==> src/rtl/enhanced_decryption_module_if.sv <==
// Word-level bus of the iterative decryptor: cipher/key request channel,
// plaintext response channel and a busy status flag.
interface enhanced_decryption_module_if #(
    parameter int N = 8
);
    // Both channels use valid/ready. A word moves on the rising edge where
    // valid && ready are both high. A producer holds valid and its payload
    // stable until that edge, and never waits on ready before raising valid.
    logic         in_valid;
    logic         in_ready;
    logic [N-1:0] cipher_in;
    logic [N-1:0] key_in;
    logic         out_valid;
    logic         out_ready;
    logic [N-1:0] plain_out;
    logic         busy;

    modport master (
        output in_valid, cipher_in, key_in, out_ready,
        input  in_ready, out_valid, plain_out, busy
    );

    modport slave (
        input  in_valid, cipher_in, key_in, out_ready,
        output in_ready, out_valid, plain_out, busy
    );
endinterface

==> src/rtl/enhanced_decryption_module.sv <==
// Iterative decryptor: one inverse round per clock (xor key^round, rotate
// right by one, inverse nibble S-box), rounds run ROUNDS-1 down to 0.
module enhanced_decryption_module #(
    parameter int N      = 8,
    parameter int ROUNDS = 3
) (
    input  logic                          clk,
    input  logic                          rst,
    enhanced_decryption_module_if.slave   bus,
    output logic [1:0]                    fsm_state
);
    typedef enum logic [1:0] {
        IDLE = 2'd0,
        RUN  = 2'd1,
        DONE = 2'd2
    } state_t;

    localparam logic [3:0] INV [16] = '{
        4'd6, 4'd10, 4'd3, 4'd15, 4'd0, 4'd14, 4'd8, 4'd12,
        4'd5, 4'd2,  4'd1, 4'd9,  4'd11, 4'd4, 4'd7, 4'd13
    };

    state_t       state;
    state_t       state_next;
    logic [N-1:0] data_reg;
    logic [N-1:0] key_reg;
    logic [3:0]   rnd;
    logic         in_ready;
    logic         out_valid;
    logic         busy;

    function automatic logic [N-1:0] inv_round(
        input logic [N-1:0] x,
        input logic [N-1:0] k,
        input logic [3:0]   r
    );
        logic [N-1:0] y;
        y = x ^ (k ^ {{(N-4){1'b0}}, r});
        y = {y[0], y[N-1:1]};
        for (int i = 0; i < N/4; i++) begin
            y[4*i +: 4] = INV[y[4*i +: 4]];
        end
        return y;
    endfunction

    always_comb begin
        state_next = state;
        in_ready   = 1'b0;
        out_valid  = 1'b0;
        busy       = 1'b0;
        case (state)
            IDLE: begin
                in_ready = 1'b1;
                if (bus.in_valid) state_next = RUN;
            end
            RUN: begin
                busy = 1'b1;
                if (rnd == 4'd0) state_next = DONE;
            end
            DONE: begin
                busy      = 1'b1;
                out_valid = 1'b1;
                if (bus.out_ready) state_next = IDLE;
            end
            default: state_next = IDLE;
        endcase
    end

    always_ff @(posedge clk) begin
        if (rst) begin
            state    <= IDLE;
            data_reg <= '0;
            key_reg  <= '0;
            rnd      <= 4'd0;
        end else begin
            state <= state_next;
            case (state)
                IDLE: begin
                    if (bus.in_valid) begin
                        data_reg <= bus.cipher_in;
                        key_reg  <= bus.key_in;
                        rnd      <= 4'(ROUNDS - 1);
                    end
                end
                RUN: begin
                    data_reg <= inv_round(data_reg, key_reg, rnd);
                    // rnd parks at 0 on the last round; DONE never looks at it
                    if (rnd != 4'd0) rnd <= rnd - 4'd1;
                end
                default: ;
            endcase
        end
    end

    assign bus.in_ready  = in_ready;
    assign bus.out_valid = out_valid;
    assign bus.busy      = busy;
    assign bus.plain_out = data_reg;
    assign fsm_state     = state;
endmodule

==> src/flat_wrapper.sv <==
// flat-port wrapper written by rule: the top's interface ports become plain ports
module enhanced_decryption_module_flat 
#(
    parameter int N      = 8,
    parameter int ROUNDS = 3
)
  (clk, rst, fsm_state, bus_in_valid, bus_cipher_in, bus_key_in, bus_out_ready, bus_in_ready, bus_out_valid, bus_plain_out, bus_busy);
  enhanced_decryption_module_if #(.N(N)) bus_i ();
  input  logic clk;
  input  logic rst;
  output logic [1:0] fsm_state;
  input wire logic [$bits(bus_i.in_valid)-1:0] bus_in_valid;
  input wire logic [$bits(bus_i.cipher_in)-1:0] bus_cipher_in;
  input wire logic [$bits(bus_i.key_in)-1:0] bus_key_in;
  input wire logic [$bits(bus_i.out_ready)-1:0] bus_out_ready;
  output wire logic [$bits(bus_i.in_ready)-1:0] bus_in_ready;
  output wire logic [$bits(bus_i.out_valid)-1:0] bus_out_valid;
  output wire logic [$bits(bus_i.plain_out)-1:0] bus_plain_out;
  output wire logic [$bits(bus_i.busy)-1:0] bus_busy;
  assign bus_i.in_valid = bus_in_valid;
  assign bus_i.cipher_in = bus_cipher_in;
  assign bus_i.key_in = bus_key_in;
  assign bus_i.out_ready = bus_out_ready;
  assign bus_in_ready = bus_i.in_ready;
  assign bus_out_valid = bus_i.out_valid;
  assign bus_plain_out = bus_i.plain_out;
  assign bus_busy = bus_i.busy;
  enhanced_decryption_module #(.N(N), .ROUNDS(ROUNDS)) u_core (.clk(clk), .rst(rst), .bus(bus_i), .fsm_state(fsm_state));
endmodule
==> config.mk <==
export PLATFORM = sky130hd
export DESIGN_NAME = enhanced_decryption_module_flat
export DESIGN_NICKNAME = d
export VERILOG_FILES = /design/src/rtl/enhanced_decryption_module_if.sv /design/src/rtl/enhanced_decryption_module.sv /design/src/flat_wrapper.sv
export SDC_FILE = /design/constraint.sdc
export NUM_CORES = 1
export LEC_CHECK = 0
export ABC_CLOCK_PERIOD_IN_PS = 4100
export CORE_MARGIN = 4
export CORE_UTILIZATION = 45
export DETAILED_ROUTE_END_ITERATION = 6
export PLACE_DENSITY_LB_ADDON = 0.12
export SLEW_MARGIN = 5
export SYNTH_ARGS = -nofsm -noshare
export SYNTH_HDL_FRONTEND = slang
export SYNTH_SLANG_ARGS = --single-unit
==> constraint.sdc <==
create_clock -name clk -period 4.1 [get_ports clk]
set_input_delay 0.615 -clock clk [delete_from_list [all_inputs] [get_ports clk]]
set_output_delay 0.615 -clock clk [all_outputs]
set_load 0.05 [all_outputs]
==> flow_summary.toml, run 1 <==
[run_status]
status = "complete, no violations"

[worst_setup_path]
rrSetupSlack_ps = 1970
r2r_cells = 6
cp.required_ps = 3480
end_kind = "primary output"
path_max_fanout = 7
crit_arrival_ps = 1960
startpoint_type = "flip-flop"
crit_type = "flip-flop to primary output"
worstReg2RegStart = "u_core.fsm_state[1]"
r2r-end = "u_core.bus.plain_out[1]"

[placed_design]
port_buffers = 32
place_inst = 219
gp_congestion = 0.8509
dp_hpwl_mm = 2.439

[sta]
period_needed_ps = 2579
tns_ps = 0
max_freq_mhz = 387.7
slew_viol_final = 0
slew-limit-headroom = 0.4302
skew_ps = 10.73
rsz0062_at_grt = "no"
finalSetupViolCount = 0
hold_violations = 0
worstMarginPinSlew_ps = 852.1
period_share = 0.6291

[final_layout]
antennaDiodeCount = 0
syn_to_final_growth_pct = 27.79
finalNetCount = 220
drive_above_1_share = 0.05729
stdcell_count = 223
fillers = 263

[power_and_ir_drop]
p_leak_nw = 0.6648
vdd_drop_max_mv = 0.3045
p_per_area_mw_per_mm2 = 864.1
power_mw = 1.496

[floorplanning]
die_w_um = 62.88
rows = 19
core_area_mm2 = 0.002805
die_height_um = 62.88
io_pins = 33
start_util = 0.4831
dieArea_mm2 = 0.003953

[synthesis]
synthSimpleGateAreaFrac = 0.1699
syn_inst = 161
synthArstFlopShare = 0
seq_area_frac_synth = 0.3250
synthAdderAreaFrac = 0.06464
synth_compound_gate_area_share = 0.2244
syn_area_mm2 = 0.001355
ys.flop_type = "dfxtp_1"
yosysTopAreaCell = "dfxtp_1"
ys_ff_latch = 22
yosysMostFrequentCell = "nand2_1"
yosys_warnings = 0
synth_edf_count = 0
synth_top_family_by_area = "compound AO/OA/AOI/OAI gates"
synth_nets = 188
yosysTopAreaCellShare = 0.3250
synth_mux_area_frac = 0.02955
synth_common_cells = "27 x nand2_1, 22 x dfxtp_1, 20 x a21oi_1, 11 x nor2_1, 10 x inv_1"
synthDistinctLibCells = 38
synth.area.top_cells = "dfxtp_1 33%, nand2_1 7.5%, a21oi_1 7.4%"
avgSynthCellArea_um2 = 8.416
synth_xor_area_frac = 0.1367

[detailed_routing]
drt_pass1_iterations = 4
wirelength_mm = 3.257
drtIter0Drc = 25
route.detailed.drc = 0
ant_nets = 0
wl_per_cell_um = 14.61
via_count = 1244
vias_per_cell = 5.578

[clocking]
cts_htree_levels = 1
cts_resized = 0
cts-root-buf = "clkbuf_4"
clk_latency_ps = 330
numClockSinks = 22
cts_setup_buffers = 0
cts_tree = "yes"
clockBufferDepth = 2
cts_inserted_buffers = 3
clk_pin_slew_ps = 140
hold_buffers = 0

[worst_hold_path]
hp-start = "u_core.key_reg[5]"
min_path_cells = 2
hp-class = "flip-flop to flip-flop"
worstHoldEndpoint = "u_core.key_reg[5]"

[grt]
track_usage = 0.1672
grt_pass1_wl_mm = 5.326
overflow = 0
grt_max_degree = 24
grt_pass1_vias = 1221
antenna_found_initial = 0

[flow_run]
drv_cap = 0
power by group:
part	internal, mW	total [mW]	switching (mW)	leakage [nW]
registers	0.278	0.349	0.0704	0.181
logic	0.411	1.02	0.609	0.463
clock network	0.0544	0.128	0.0732	0.0210
total	0.744	1.50	0.752	0.665
cell families after synthesis:
logic type,Yosys count
xor+xnor,10
fa+ha+maj,7
compound gates,49
mux,4
flops,22
simple gates,52
buf+inv,17
layer usage:
metal  vias up  track usage  wire length, µm
met5         -            0                0
met4         0      0.06612               54
met3         5      0.03417              129
met2        27       0.3083             1660
met1       581       0.1843             1413
li1        631            -                -
critical path, stage by stage (launching register included):
cell and delay [ps]:
dfxtp_1 350, inv_1 110, ha_1 310, clkdlybuf4s50_1 860
worst max path at each step:
stage,end,start,slack (ps)
final,bus_in_ready,u_core.fsm_state[0],1520
after global routing,bus_in_ready,u_core.fsm_state[0],1470
after CTS,bus_in_ready,u_core.fsm_state[0],1520
after detailed placement,u_core.bus.plain_out[1],bus_in_valid,1830
after global placement,u_core.rnd[3],bus_in_valid,1910
after floorplan,u_core.bus.plain_out[1],u_core.fsm_state[0],1820
through the flow:
step                      area [µm²]  utilization  hold WS [ps]  setup WS (ps)
after detailed placement        1695       0.6044         462.5           1832
after global placement          1695       0.6044         457.9           1911
after CTS                       1732       0.6173         480.7           1520
after global routing            1732       0.6173         503.6           1470
final                           1732       0.6173         476.5           1521
after floorplan                 1355            -         443.0           1816
final cells by class:
| class | instances | area, µm² | share of cell area |
|---|---|---|---|
| Multi-Input combinational cell | 122 | 847.1 | 0.4892 |
| Sequential cell | 22 | 440.4 | 0.2543 |
| Timing Repair Buffer | 33 | 327.8 | 0.1893 |
| Inverter | 11 | 41.29 | 0.02384 |
| Tap cell | 31 | 38.79 | 0.02240 |
| Clock buffer | 4 | 36.28 | 0.02095 |
cells in the final DEF, fill, tap and decap left out, drive strengths merged, types with 2 or more instances in the layout:
| cell type | count |
|---|---|
| xor2 | 2 |
| a21o | 2 |
| nand2 | 27 |
| xnor3 | 2 |
| xor3 | 3 |
| nand2b | 2 |
| mux2i | 4 |
| nor2 | 11 |
| a221oi | 4 |
| nand3 | 2 |
| clkbuf | 4 |
| a211oi | 5 |
| o211ai | 3 |
| inv | 11 |
| a21oi | 20 |
| xnor2 | 3 |
| nor2b | 2 |
| dfxtp | 22 |
| ha | 7 |
| o21ai | 9 |
| clkdlybuf4s50 | 32 |
| nor3 | 4 |
Power figures use the tool's default switching activity.
==> inputs of run 2 (changes only) <==
ABC_CLOCK_PERIOD_IN_PS = 2400   (was 4100)
clock period = 2.4 ns   (was 4.1 ns; I/O delays follow)
==> flow_summary.toml, run 2 (same netlist as run 1, synthesis figures left out) <==
[power_and_ir_drop]
p_per_area_mw_per_mm2 = 1473
vdd_drop_max_mv = 0.6758
power_mw = 2.576
p_leak_nw = 0.6804

[clocking]
cts_setup_buffers = 0
hold_buffers = 0
clockBufferDepth = 2
cts_tree = "yes"
cts_htree_levels = 1
numClockSinks = 22
clk_latency_ps = 320
cts-root-buf = "clkbuf_4"
cts_resized = 0
clk_pin_slew_ps = 130
cts_inserted_buffers = 3

[worst_setup_path]
path_max_fanout = 4
startpoint = "u_core.fsm_state[1]"
worst-path-stages = 3
path_delay_family = "buffers and inverters"
path_buf_inv = 2
cp.required_ps = 2040
crit_arrival_ps = 1870
worstReg2RegStart = "u_core.fsm_state[1]"
r2r-end = "u_core.bus.plain_out[1]"
r2r_cells = 6
startpoint_type = "flip-flop"
slowest_delay_ps = 790
cp_cell_sequence = "inv_1 > ha_1 > clkdlybuf4s50_1"
cpMaxStageDelayCell = "clkdlybuf4s50_1"
end_kind = "primary output"
crit_path_end = "bus_busy"
rrSetupSlack_ps = 290
crit_type = "flip-flop to primary output"

[detailed_routing]
wirelength_mm = 3.400
highest_layer = "met4"
wl_met2_mm = 1.648
via_count = 1285
met3_length_um = 202
vias_per_cell = 5.711
ant_nets = 0
wl_met1_mm = 1.460
wl_per_cell_um = 15.11
drtIter0Drc = 83
route.detailed.drc = 0
drt_pass1_iterations = 4

[sta]
hold_violations = 0
skew_ps = 1.071
period_share = 0.9293
worst_slack_ps = 169.6
rsz0062_at_grt = "no"
period_needed_ps = 2230
slew_viol_final = 0
worstMarginPinSlew_ps = 606.8
fin_hold_ws_ps = 475.3
max_freq_mhz = 448.3
slew-limit-headroom = 0.5955
finalSetupViolCount = 0
tns_ps = 0

[worst_hold_path]
hp-class = "flip-flop to flip-flop"

[final_layout]
stdcell_count = 225
syn_to_final_growth_pct = 29.09
final_area_mm2 = 0.001749
drive_above_1_share = 0.06701
antennaDiodeCount = 0
finalNetCount = 222
final_common_cell = "clkdlybuf4s50_1"
layout_common_cells = "31 x clkdlybuf4s50_1, 27 x nand2_1, 22 x dfxtp_1"
final_util = 0.6236

[grt]
overflow = 0
grt_pass1_wl_mm = 5.920
antenna_found_initial = 0
grt_max_degree = 17
grt_pass1_vias = 1294
track_usage = 0.1863

[floorplanning]
die_height_um = 62.88
rows = 19
io_pins = 33
dieArea_mm2 = 0.003953
start_util = 0.4831
die_w_um = 62.88
core_area_mm2 = 0.002805

[placed_design]
gp_congestion = 0.9423
place_inst = 221
dp_hpwl_mm = 2.517
placed_area_mm2 = 0.001710
preCtsSetupSlack_ps = 399.6
port_buffers = 32

[run_status]
status = "complete, no violations"

[flow_run]
drv_cap = 0
-- run 2: cell types whose count changed in the layout (fill, tap and decap cells not counted), sizes merged --
| cell | delta |
|---|---|
| buf | +2 |
| dlymetal6s2s | +1 |
| clkdlybuf4s50 | -1 |
-- run 2: cell type report --
| cell class | instances | area (µm²) |
|---|---|---|
| flip-flops and latches | 22 | 440.4 |
| well taps | 31 | 38.79 |
| fillers | 259 | 1056 |
| repair buffers | 35 | 345.3 |
| inverters | 11 | 41.29 |
| clock buffers | 4 | 36.28 |
| multi-input cells | 122 | 847.1 |
-- run 2: power breakdown --
part	switching [mW]	leakage, nW	internal (mW)
combinational	1.06	0.479	0.714
clock	0.121	0.0210	0.0929
sequential	0.116	0.181	0.475
-- run 2: how the worst min path moves through the flow --
stage | from | endpoint | slack (ps) | cells past startpoint
after floorplan | rst | u_core.rnd[1] | 440 | 1
after global placement | u_core.key_reg[6] | u_core.key_reg[6] | 460 | 2
after detailed placement | u_core.key_reg[2] | u_core.key_reg[2] | 460 | 2
after CTS | u_core.key_reg[2] | u_core.key_reg[2] | 480 | 2
after global routing | u_core.bus.plain_out[0] | u_core.bus.plain_out[0] | 510 | 2
final | u_core.key_reg[2] | u_core.key_reg[2] | 480 | 2
-- run 2: tightest hold or removal path, stage by stage, from the launching register on --
cell and delay (ps):
dfxtp_1 340, nand2_1 50, a21oi_1 50
-- run 2: per-layer routing --
| metal | GRT usage | up-vias |
|---|---|---|
| met4 | 0.08264 | 0 |
| met1 | 0.2215 | 604 |
| li1 | - | 632 |
| met3 | 0.04137 | 10 |
| met2 | 0.3175 | 39 |
| met5 | 0 | - |
==> inputs of run 3 (changes only) <==
ABC_AREA = 1   (was unset)
CORE_MARGIN = 1   (was 4)
==> flow_summary.toml, run 3 <==
[synthesis]
syn_area_mm2 = 0.001426
yosys_warnings = 0
yosysTopAreaCellShare = 0.3088
synth_nets = 231
synthArstFlopShare = 0
synth_edf_count = 0
yosysTopAreaCell = "dfxtp_1"
avgSynthCellArea_um2 = 6.992
synth.area.top_cells = "dfxtp_1 31%, nand2_1 11%, a21oi_1 8.8%"
syn_inst = 204
ys.flop_type = "dfxtp_1"
yosysMostFrequentCell = "nand2_1"
seq_area_frac_synth = 0.3088
synthDistinctLibCells = 29
synth_common_cells = "41 x nand2_1, 25 x a21oi_1, 22 x dfxtp_1, 19 x inv_1, 17 x o21ai_0"
ys_ff_latch = 22

[final_layout]
antennaDiodeCount = 0
fillers = 284
stdcell_count = 280
finalNetCount = 264
drive_above_1_share = 0.1229
syn_to_final_growth_pct = 28.25
regArea_um2 = 440.4
multiInputGateArea_um2 = 855.8
final_common_cell = "nand2_1"
layout_common_cells = "41 x nand2_1, 32 x clkdlybuf4s50_1, 25 x a21oi_1"

[clocking]
clk_latency_ps = 310
cts_htree_levels = 1
cts_setup_buffers = 0
cts-root-buf = "clkbuf_4"
cts_tree = "yes"
clockBufferDepth = 2
cts_resized = 0
numClockSinks = 22
hold_buffers = 0
cts_inserted_buffers = 3
clk_pin_slew_ps = 130

[run_status]
status = "complete, but fails checks"
violations = "DRC"

[placed_design]
gp_congestion = 0.8408
port_buffers = 32
place_inst = 276
dp_hpwl_mm = 2.483

[sta]
period_share = 0.9287
rsz0062_at_grt = "no"
slew-limit-headroom = 0.6643
worstMarginPinSlew_ps = 502.0
max_freq_mhz = 448.7
skew_ps = 7.646
tns_ps = 0
slew_viol_final = 0
period_needed_ps = 2229
hold_violations = 0
finalSetupViolCount = 0

[grt]
overflow = 0
grt_max_degree = 18
grt_pass1_vias = 1234
grt_pass1_wl_mm = 5.202
antenna_found_initial = 0
track_usage = 0.1995

[flow_run]
drv_cap = 0

[worst_setup_path]
crit_arrival_ps = 1870
cp.required_ps = 2040
crit_type = "flip-flop to primary output"
startpoint_type = "flip-flop"
end_kind = "primary output"
path_max_fanout = 5

[detailed_routing]
drtIter0Drc = 66
vias_per_cell = 4.871
wirelength_mm = 3.167
wl_per_cell_um = 11.31
ant_nets = 0
route.detailed.drc = 1
via_count = 1364
drt_pass1_iterations = 6

[power_and_ir_drop]
power_mw = 2.827
p_leak_nw = 0.7625
vdd_drop_max_mv = 1.460
p_per_area_mw_per_mm2 = 1546

[floorplanning]
start_util = 0.4711
rows = 20
die_w_um = 58.30
io_pins = 33
die_height_um = 58.30
dieArea_mm2 = 0.003399
core_area_mm2 = 0.003028

[worst_hold_path]
hp-class = "flip-flop to flip-flop"
-- run 3: changes by cell type in the layout (fill, tap and decap cells not counted), sizes merged, moves of 3 or more --
cell / before / now
xor3: 3 / 0
nand3: 2 / 18
a21oi: 20 / 26
xor2: 2 / 5
a211oi: 5 / 0
o21ai: 9 / 22
mux2i: 4 / 0
inv: 11 / 26
nor3: 4 / 1
nand2: 27 / 50
nor2: 11 / 15
-- run 3: layer usage --
layer / wire [µm] / track usage / up-vias
met1: 1503 / 0.2541 / 605
met2: 1499 / 0.3399 / 26
met3: 134 / 0.03956 / 2
met5: 0 / 0 / -
li1: - / - / 731
met4: 29 / 0.06463 / 0
-- run 3: worst max-delay path, stage by stage (launching register included) --
cell and delay (ps):
dfxtp_1 350, inv_1 100, ha_1 260, clkdlybuf4s50_1 840
-- run 3: kinds of logic (layout without fill, tap and decap cells) --
kind of cell	Yosys count	count (layout)	synth area share
compound gates	52	52	0.1974
xor+xnor	7	7	0.06404
fa+ha+maj	7	7	0.06140
buf+inv	31	63	0.09123
flops	22	22	0.3088
simple gates	85	85	0.2772
-- run 3: final cells by class --
type,instances,share of cell area
multi-input combinational,151,0.4679
timing repair buffer,33,0.1792
inverter,26,0.05335
sequential,22,0.2408
clock inverter,1,0.01642
clock buffer,3,0.01231
tap,44,0.03010
-- run 3: power breakdown --
group	switching (mW)	internal [mW]
Combinational	1.24	0.653
Clock	0.117	0.169
Sequential	0.142	0.502
-- run 3: per-stage QoR --
step	area [µm²]	setup WS [ps]	util	hold slack, ps
finish	1829	171.2	0.6041	477.6
CTS	1829	149.6	0.6041	483.5
global route	1829	86.30	0.6041	529.9
detailed placement	1777	515.9	0.5868	464.7
floorplan	1426	333.5	-	422.4
global placement	1777	546.9	0.5868	466.7
-- run 3: worst paths after layout --
check                       from           endpoint  slack, ps  depth (start not counted)
max          u_core.fsm_state[0]       bus_in_ready        170                          3
min            u_core.key_reg[3]  u_core.key_reg[3]        480                          2
max reg2reg  u_core.fsm_state[0]      u_core.rnd[1]        620                          7
min reg2reg    u_core.key_reg[3]  u_core.key_reg[3]        480                          2
